**config.mk**
```make
export PLATFORM = sky130hd
export DESIGN_NAME = byte_uart_tx_flat
export DESIGN_NICKNAME = d
export VERILOG_FILES = /design/src/rtl/byte_uart_tx_if.sv /design/src/rtl/byte_uart_tx.sv /design/src/flat_wrapper.sv
export SDC_FILE = /design/constraint.sdc
export NUM_CORES = 1
export LEC_CHECK = 0
export BUFFER_PORTS_ARGS = -buffer_cell sky130_fd_sc_hd__buf_4
export CELL_PAD_IN_SITES_DETAIL_PLACEMENT = 1
export CELL_PAD_IN_SITES_GLOBAL_PLACEMENT = 1
export CORE_ASPECT_RATIO = 2
export CORE_MARGIN = 4
export CORE_UTILIZATION = 40
export DETAILED_ROUTE_END_ITERATION = 10
export PLACE_DENSITY = 0.64
export SYNTH_ARGS = -nofsm -noshare
export SYNTH_HDL_FRONTEND = slang
export SYNTH_SLANG_ARGS = --single-unit
export TNS_END_PERCENT = 1
```
**constraint.sdc**
```tcl
create_clock -name clk -period 8.9 [get_ports clk]
set_input_delay 1.78 -clock clk [delete_from_list [all_inputs] [get_ports clk]]
set_output_delay 1.78 -clock clk [all_outputs]
set_load 0.03 [all_outputs]
```
**src/rtl/byte_uart_tx_if.sv**
```systemverilog
// Byte-stream handshake between the serializer stage and the UART transmitter.
interface byte_uart_tx_if;
    logic [7:0] byte_in;
    logic       byte_valid;
    logic       fifo_full;
    logic       tx;
    logic       busy;
    logic       overflow;

    modport master (
        output byte_in,
        output byte_valid,
        input  fifo_full,
        input  tx,
        input  busy,
        input  overflow
    );

    modport slave (
        input  byte_in,
        input  byte_valid,
        output fifo_full,
        output tx,
        output busy,
        output overflow
    );
endinterface

```
**src/rtl/byte_uart_tx.sv**
```systemverilog
// Byte FIFO feeding an 8N1 UART transmitter; back-to-back frames leave no idle gap.
module byte_uart_tx #(
    parameter int CLKS_PER_BIT = 16,
    parameter int FIFO_DEPTH   = 8
) (
    input  logic           clk,
    input  logic           rst_n,
    byte_uart_tx_if.slave  bus
);
    localparam int PW = $clog2(FIFO_DEPTH);
    localparam int CW = PW + 1;
    localparam int TW = $clog2(CLKS_PER_BIT);

    localparam logic [CW-1:0] DEPTH_C = CW'(FIFO_DEPTH);
    localparam logic [TW-1:0] TMAX_C  = TW'(CLKS_PER_BIT - 1);

    localparam logic [1:0] ST_IDLE  = 2'd0;
    localparam logic [1:0] ST_START = 2'd1;
    localparam logic [1:0] ST_DATA  = 2'd2;
    localparam logic [1:0] ST_STOP  = 2'd3;

    logic [7:0]    mem_r [FIFO_DEPTH];
    logic [PW-1:0] wr_ptr_r;
    logic [PW-1:0] rd_ptr_r;
    logic [CW-1:0] count_r;
    logic [1:0]    state_r;
    logic [TW-1:0] timer_r;
    logic [2:0]    bit_idx_r;
    logic [7:0]    shift_r;
    logic          tx_r;
    logic          busy_r;
    logic          overflow_r;

    logic          wr_en_s;
    logic          drop_s;
    logic          pop_s;
    logic          bit_end_s;
    logic [1:0]    state_nxt_s;
    logic [TW-1:0] timer_nxt_s;
    logic [2:0]    bit_idx_nxt_s;
    logic [7:0]    shift_nxt_s;
    logic [CW-1:0] count_nxt_s;
    logic          tx_nxt_s;
    logic          busy_nxt_s;

    assign wr_en_s   = bus.byte_valid && (count_r != DEPTH_C);
    assign drop_s    = bus.byte_valid && (count_r == DEPTH_C);
    assign bit_end_s = (timer_r == TMAX_C);

    // Frame sequencer: bit timing, shifting and FIFO pops.
    always_comb begin
        state_nxt_s   = state_r;
        timer_nxt_s   = timer_r;
        bit_idx_nxt_s = bit_idx_r;
        shift_nxt_s   = shift_r;
        pop_s         = 1'b0;
        case (state_r)
            ST_IDLE: begin
                timer_nxt_s = TW'(0);
                if (count_r != CW'(0)) begin
                    pop_s       = 1'b1;
                    shift_nxt_s = mem_r[rd_ptr_r];
                    state_nxt_s = ST_START;
                end else begin
                    state_nxt_s = ST_IDLE;
                end
            end
            ST_START: begin
                if (bit_end_s) begin
                    timer_nxt_s   = TW'(0);
                    bit_idx_nxt_s = 3'd0;
                    state_nxt_s   = ST_DATA;
                end else begin
                    timer_nxt_s = timer_r + TW'(1);
                end
            end
            ST_DATA: begin
                if (bit_end_s) begin
                    timer_nxt_s = TW'(0);
                    shift_nxt_s = {1'b0, shift_r[7:1]};
                    if (bit_idx_r == 3'd7) begin
                        state_nxt_s = ST_STOP;
                    end else begin
                        bit_idx_nxt_s = bit_idx_r + 3'd1;
                    end
                end else begin
                    timer_nxt_s = timer_r + TW'(1);
                end
            end
            ST_STOP: begin
                if (bit_end_s) begin
                    timer_nxt_s = TW'(0);
                    // Chain straight into the next start bit when a byte is waiting.
                    if (count_r != CW'(0)) begin
                        pop_s       = 1'b1;
                        shift_nxt_s = mem_r[rd_ptr_r];
                        state_nxt_s = ST_START;
                    end else begin
                        state_nxt_s = ST_IDLE;
                    end
                end else begin
                    timer_nxt_s = timer_r + TW'(1);
                end
            end
            default: begin
                state_nxt_s = ST_IDLE;
                timer_nxt_s = TW'(0);
            end
        endcase
    end

    // Occupancy update and next values of the registered outputs.
    always_comb begin
        count_nxt_s = count_r;
        tx_nxt_s    = 1'b1;
        case ({wr_en_s, pop_s})
            2'b10:   count_nxt_s = count_r + CW'(1);
            2'b01:   count_nxt_s = count_r - CW'(1);
            default: count_nxt_s = count_r;
        endcase
        case (state_nxt_s)
            ST_IDLE:  tx_nxt_s = 1'b1;
            ST_START: tx_nxt_s = 1'b0;
            ST_DATA:  tx_nxt_s = shift_nxt_s[0];
            ST_STOP:  tx_nxt_s = 1'b1;
            default:  tx_nxt_s = 1'b1;
        endcase
        busy_nxt_s = (state_nxt_s != ST_IDLE) || (count_nxt_s != CW'(0));
    end

    // Control state, pointers and registered outputs.
    always_ff @(posedge clk or negedge rst_n) begin
        if (!rst_n) begin
            wr_ptr_r   <= PW'(0);
            rd_ptr_r   <= PW'(0);
            count_r    <= CW'(0);
            state_r    <= ST_IDLE;
            timer_r    <= TW'(0);
            bit_idx_r  <= 3'd0;
            shift_r    <= 8'd0;
            tx_r       <= 1'b1;
            busy_r     <= 1'b0;
            overflow_r <= 1'b0;
        end else begin
            if (wr_en_s) begin
                wr_ptr_r <= wr_ptr_r + PW'(1);
            end
            if (pop_s) begin
                rd_ptr_r <= rd_ptr_r + PW'(1);
            end
            count_r    <= count_nxt_s;
            state_r    <= state_nxt_s;
            timer_r    <= timer_nxt_s;
            bit_idx_r  <= bit_idx_nxt_s;
            shift_r    <= shift_nxt_s;
            tx_r       <= tx_nxt_s;
            busy_r     <= busy_nxt_s;
            overflow_r <= drop_s;
        end
    end

    // FIFO storage; contents are don't-care until written.
    always_ff @(posedge clk) begin
        if (wr_en_s) begin
            mem_r[wr_ptr_r] <= bus.byte_in;
        end
    end

    assign bus.fifo_full = (count_r == DEPTH_C);
    assign bus.tx        = tx_r;
    assign bus.busy      = busy_r;
    assign bus.overflow  = overflow_r;
endmodule
```
**src/flat_wrapper.sv**
```systemverilog
// flat-port wrapper written by rule: the top's interface ports become plain ports
module byte_uart_tx_flat 
#(
    parameter int CLKS_PER_BIT = 16,
    parameter int FIFO_DEPTH   = 8
)
  (clk, rst_n, bus_byte_in, bus_byte_valid, bus_fifo_full, bus_tx, bus_busy, bus_overflow);
  byte_uart_tx_if bus_i ();
  input  logic clk;
  input  logic rst_n;
  input wire logic [$bits(bus_i.byte_in)-1:0] bus_byte_in;
  input wire logic [$bits(bus_i.byte_valid)-1:0] bus_byte_valid;
  output wire logic [$bits(bus_i.fifo_full)-1:0] bus_fifo_full;
  output wire logic [$bits(bus_i.tx)-1:0] bus_tx;
  output wire logic [$bits(bus_i.busy)-1:0] bus_busy;
  output wire logic [$bits(bus_i.overflow)-1:0] bus_overflow;
  assign bus_i.byte_in = bus_byte_in;
  assign bus_i.byte_valid = bus_byte_valid;
  assign bus_fifo_full = bus_i.fifo_full;
  assign bus_tx = bus_i.tx;
  assign bus_busy = bus_i.busy;
  assign bus_overflow = bus_i.overflow;
  byte_uart_tx #(.CLKS_PER_BIT(CLKS_PER_BIT), .FIFO_DEPTH(FIFO_DEPTH)) u_core (.clk(clk), .rst_n(rst_n), .bus(bus_i));
endmodule
```
==> summary.md <==
| Metric | Value |
|---|---|
| Worst Setup Start Kind | `input port` |
| Final Hold Vio Count | `0` |
| Critical Path RT | `9.12 ns` |
| Die H | `approximately 150 um` |
| Distinct cells, synth | `47` |
| Post-synth EDFFs | `64` |
| Area grow syn2layout | `13.83%` |
| # hold bufs at CTS | `0` |
| Arrival time worst endpoint | `between 4 and 5 ns` |
| WP buf/inv | `2` |
| Post-Syn Instances | `267` |
| Sequential Power Share | `43.4%` |
| Routability-driven placement congestion ratio | `0.7938` |
| Worst Reg-to-Reg Cells | `11` |
| Remaining DRCs | `0` |
| Slew Viols, Final | `0` |
| Seq cells post-synth | `94` |
| Power Density | `320.9 nW/um^2` |
| Htree depth | `3` |
| Number of global-route vias before repair | `2,506` |
| CP top delay family | `simple AND/OR/NAND/NOR gates` |
| Met1 Usage GRT | `16.71%` |
| GR Layer Usage met2 | `between 20 and 30%` |
| Leak Pwr | `0.001753 uW` |
| Initial DRC Count | `96` |
| Crit. End Element | `register` |
| Std cell rows | `52` |
| HP Start | `u_core.timer_r[0]$_DFF_PN0_` |
| Slowest CP cell | `ha_1` |
| Status | `finished clean` |
| Grt peak-use layer | `met2` |
| Final Skew | `roughly 0.0068 ns` |
| Worst R2R End | `u_core.bus.busy$_DFF_PN0_` |
| Post-CTS setup buffer count | `0` |
| Final setup fails | `0` |
| Peak per-stage delay on the critical path | `0.45 ns` |
| Clk slew on worst S/H paths | `0.07 ns` |
| Share of layout cells above drive strength 1 | `21.72%` |
| Syn. warnings | `0` |
| NumNets Final | `311` |
| Switching Share | `33.85%` |
| Setup TNS Final | `0 ns` |
| Worst setup margin | `5.040 ns` |
| Origin of the critical flop-to-flop path | `u_core.state_r[0]$_DFF_PN0_` |
| GRT Util Overall | `15.40%` |
| Worst-path cell chain | `buf_4 -> and2_2 -> clkinv_1 -> ha_1 -> nor3b_1 -> o41a_2 -> o21bai_1 -> a221oi_1 -> o21ai_1 -> or3b_1` |
| Detail Route Antenna Nets | `0` |
| Hold depth | `1` |
| DIE WIDTH | `80.05 um` |
| CTS tree | `done` |
| Clock Root Buffer | `clkbuf_16` |
| Max clock buf depth | `2` |
| I/O Pins | `15` |
| Largest net degree at the start of global routing | `31` |
| DIE AREA | `12,180 um^2` |
| Met3 Usage GRT | `approximately 3.4%` |
| Port Buffer Count | `14` |
| Post-CTS Resized | `0` |
| # Max-Cap Violations | `0` |
| Total length of routed wires | `8421 um` |
| Cts bufs inserted | `9` |
| Routed vias | `approximately 2,300` |
| Initial Util | `roughly two fifths` |
| Worst min path class | `register to register` |
| Fmax | `0.2591 GHz` |
| Pre-CTS WS | `4.730 ns` |
| Avg Synthesized Cell Area | `between 15 and 20 um^2` |
| Psw | `513.6 uW` |
| First-pass GRT wire length | `13,810 um` |
| WS Path Type | `input port to register` |
| Grt ovf | `0` |
| Ys async rst share | `31.91%` |
| FF-to-FF setup slack | `between 5 and 6 ns` |
| Synthesized area | `4153 um^2` |
| Syn_nets | `293` |
| Post-DR vias/cell | `between 5 and 6` |
| Slew headroom | `roughly a third` |
| Slew @ Worst Pin | `1.025 ns` |
| RSZ-0062 raised after global routing | `no` |
| Core box area | `10,150 um^2` |
| N_diodes | `0` |
| Seq/Total Area, Yosys | `64.39%` |
| Main synth FF type | `edfxtp_1` |
| Leading cell type in the layout, fill and taps excluded | `edfxtp_1` |
| Clock Latency Late Sink | `0.34 ns` |
| Min cycle time layout | `3.860 ns` |
| CP max FO | `7` |
| Cell-internal power | `between 1000 and 1500 uW` |
| Clock power frac | `about a quarter` |
| DR pass1 iterations | `4` |
| Logic pwr share | `30.7%` |
| Hpwl dp | `5887 um` |
| Hold path endpoint | `u_core.timer_r[0]$_DFF_PN0_` |
| Initial antenna violation count | `0` |
| Fin crit share | `43.37%` |
| Most frequent cells in the layout | `edfxtp_1, dfrtp_1, mux4_2, buf_4` |
| Sink Count | `94` |
| Worst vdd ir | `133.3 uV` |
| Drt wl/cell | `approximately 20 um` |
worst reg2reg max path, stage by stage, from the launching register on:
cell and delay (ns):
dfrtp_1 0.46, ha_1 0.29, a41oi_1 0.35, or2_2 0.47, nor2_1 0.30, ha_1 0.37, nor3b_1 0.21, o41a_2 0.21
o21bai_1 0.07, a221oi_1 0.31, o21ai_1 0.14, or3b_1 0.36
cells in the mapped netlist (all sizes together), types with 2 or more instances:
master	count	area [um^2]
o22a	3	26.28
edfxtp	64	1922
dfrtp	29	725.7
a31oi	2	12.51
nor4	2	27.53
xor2	4	35.03
and2	2	13.77
ha	15	187.7
a21oi	7	35.03
nand2	15	56.30
mux4	16	360.4
nor2	15	56.30
mux2i	8	80.08
nor3	7	35.03
a22o	12	105.1
nor3b	3	22.52
xnor2	5	43.79
a21o	3	22.52
inv	8	30.03
o21ai	12	60.05
nor2b	3	18.77
a311oi	2	17.52
buf	3	23.77
clkbuf	6	22.52
mux2	2	22.52
or2	2	12.51
nand2b	2	12.51
cell type report:
class / instances / area (um^2)
Fill cell: 1007 / 5423
Sequential cell: 94 / 2674
Multi-Input combinational cell: 155 / 1425
Clock buffer: 9 / 225.2
Tap cell: 135 / 168.9
Timing Repair Buffer: 16 / 120.1
Clock inverter: 7 / 80.08
Inverter: 9 / 33.78
metal layers:
metal / vias to the layer above / wire [um]
li1: 1064 / -
met1: 1197 / 3174
met2: 23 / 4893
met3: 11 / 188
met4: 0 / 165
met5: - / 0
per-stage QoR:
step | hold slack (ns) | instance area, um^2 | instances | util (%) | total power [uW]
global route | 0.5351 | 4727 | 425 | 46.57 | 1618
detailed placement | 0.4959 | 4422 | 409 | 43.57 | 1148
floorplan | 0.4612 | 4153 | 267 | - | 1001
global placement | 0.4892 | 4422 | 409 | 43.57 | 1131
CTS | 0.5159 | 4727 | 425 | 46.57 | 1545
finish | 0.5116 | 4727 | 425 | 46.57 | 1517
logic make-up (layout without fill, tap and decap cells):
group                      Yosys count  after routing  synth area share (%)
xor gates and xnor gates             9              9                 1.898
buffers and inverters               18             41                 1.928
and+or+nand+nor                     56             56                 7.261
DFF                                 94             94                 64.39
adders and majority gates           15             15                 4.519
AOI/OAI and AO/OA                   49             49                 8.858
muxes                               26             26                 11.15
worst max path at each step:
stage	cells past startpoint	from	endpoint	slack, ns
after floorplan	9	bus_byte_valid	u_core.bus.busy$_DFF_PN0_	5.16
after global routing	10	bus_byte_valid	u_core.bus.busy$_DFF_PN0_	4.87
after detailed placement	10	bus_byte_valid	u_core.bus.busy$_DFF_PN0_	4.73
final	10	bus_byte_valid	u_core.bus.busy$_DFF_PN0_	5.04
after global placement	10	bus_byte_valid	u_core.bus.busy$_DFF_PN0_	4.80
after CTS	10	bus_byte_valid	u_core.bus.busy$_DFF_PN0_	5.09
power by group through the flow:
stage               Clock [uW]  Combinational (uW)  Sequential [uW]
finish                     393                 466              658
floorplan                    0                 387              613
global route               424                 523              672
CTS                        403                 482              660
detailed placement           0                 480              668
global placement             0                 468              663
sequential cells by signal, indices dropped and copies added, names as in the netlist:
signal and flops:
u_core.bus.tx 1, u_core.rd_ptr_r 3, u_core.bus.overflow 1, u_core.wr_ptr_r 3, u_core.mem_r 64, u_core.timer_r 4, u_core.state_r 2, u_core.bit_idx_r 3
u_core.bus.busy 1, u_core.count_r 4, u_core.shift_r 8
Note: power is estimated with default switching activity, not from simulation.
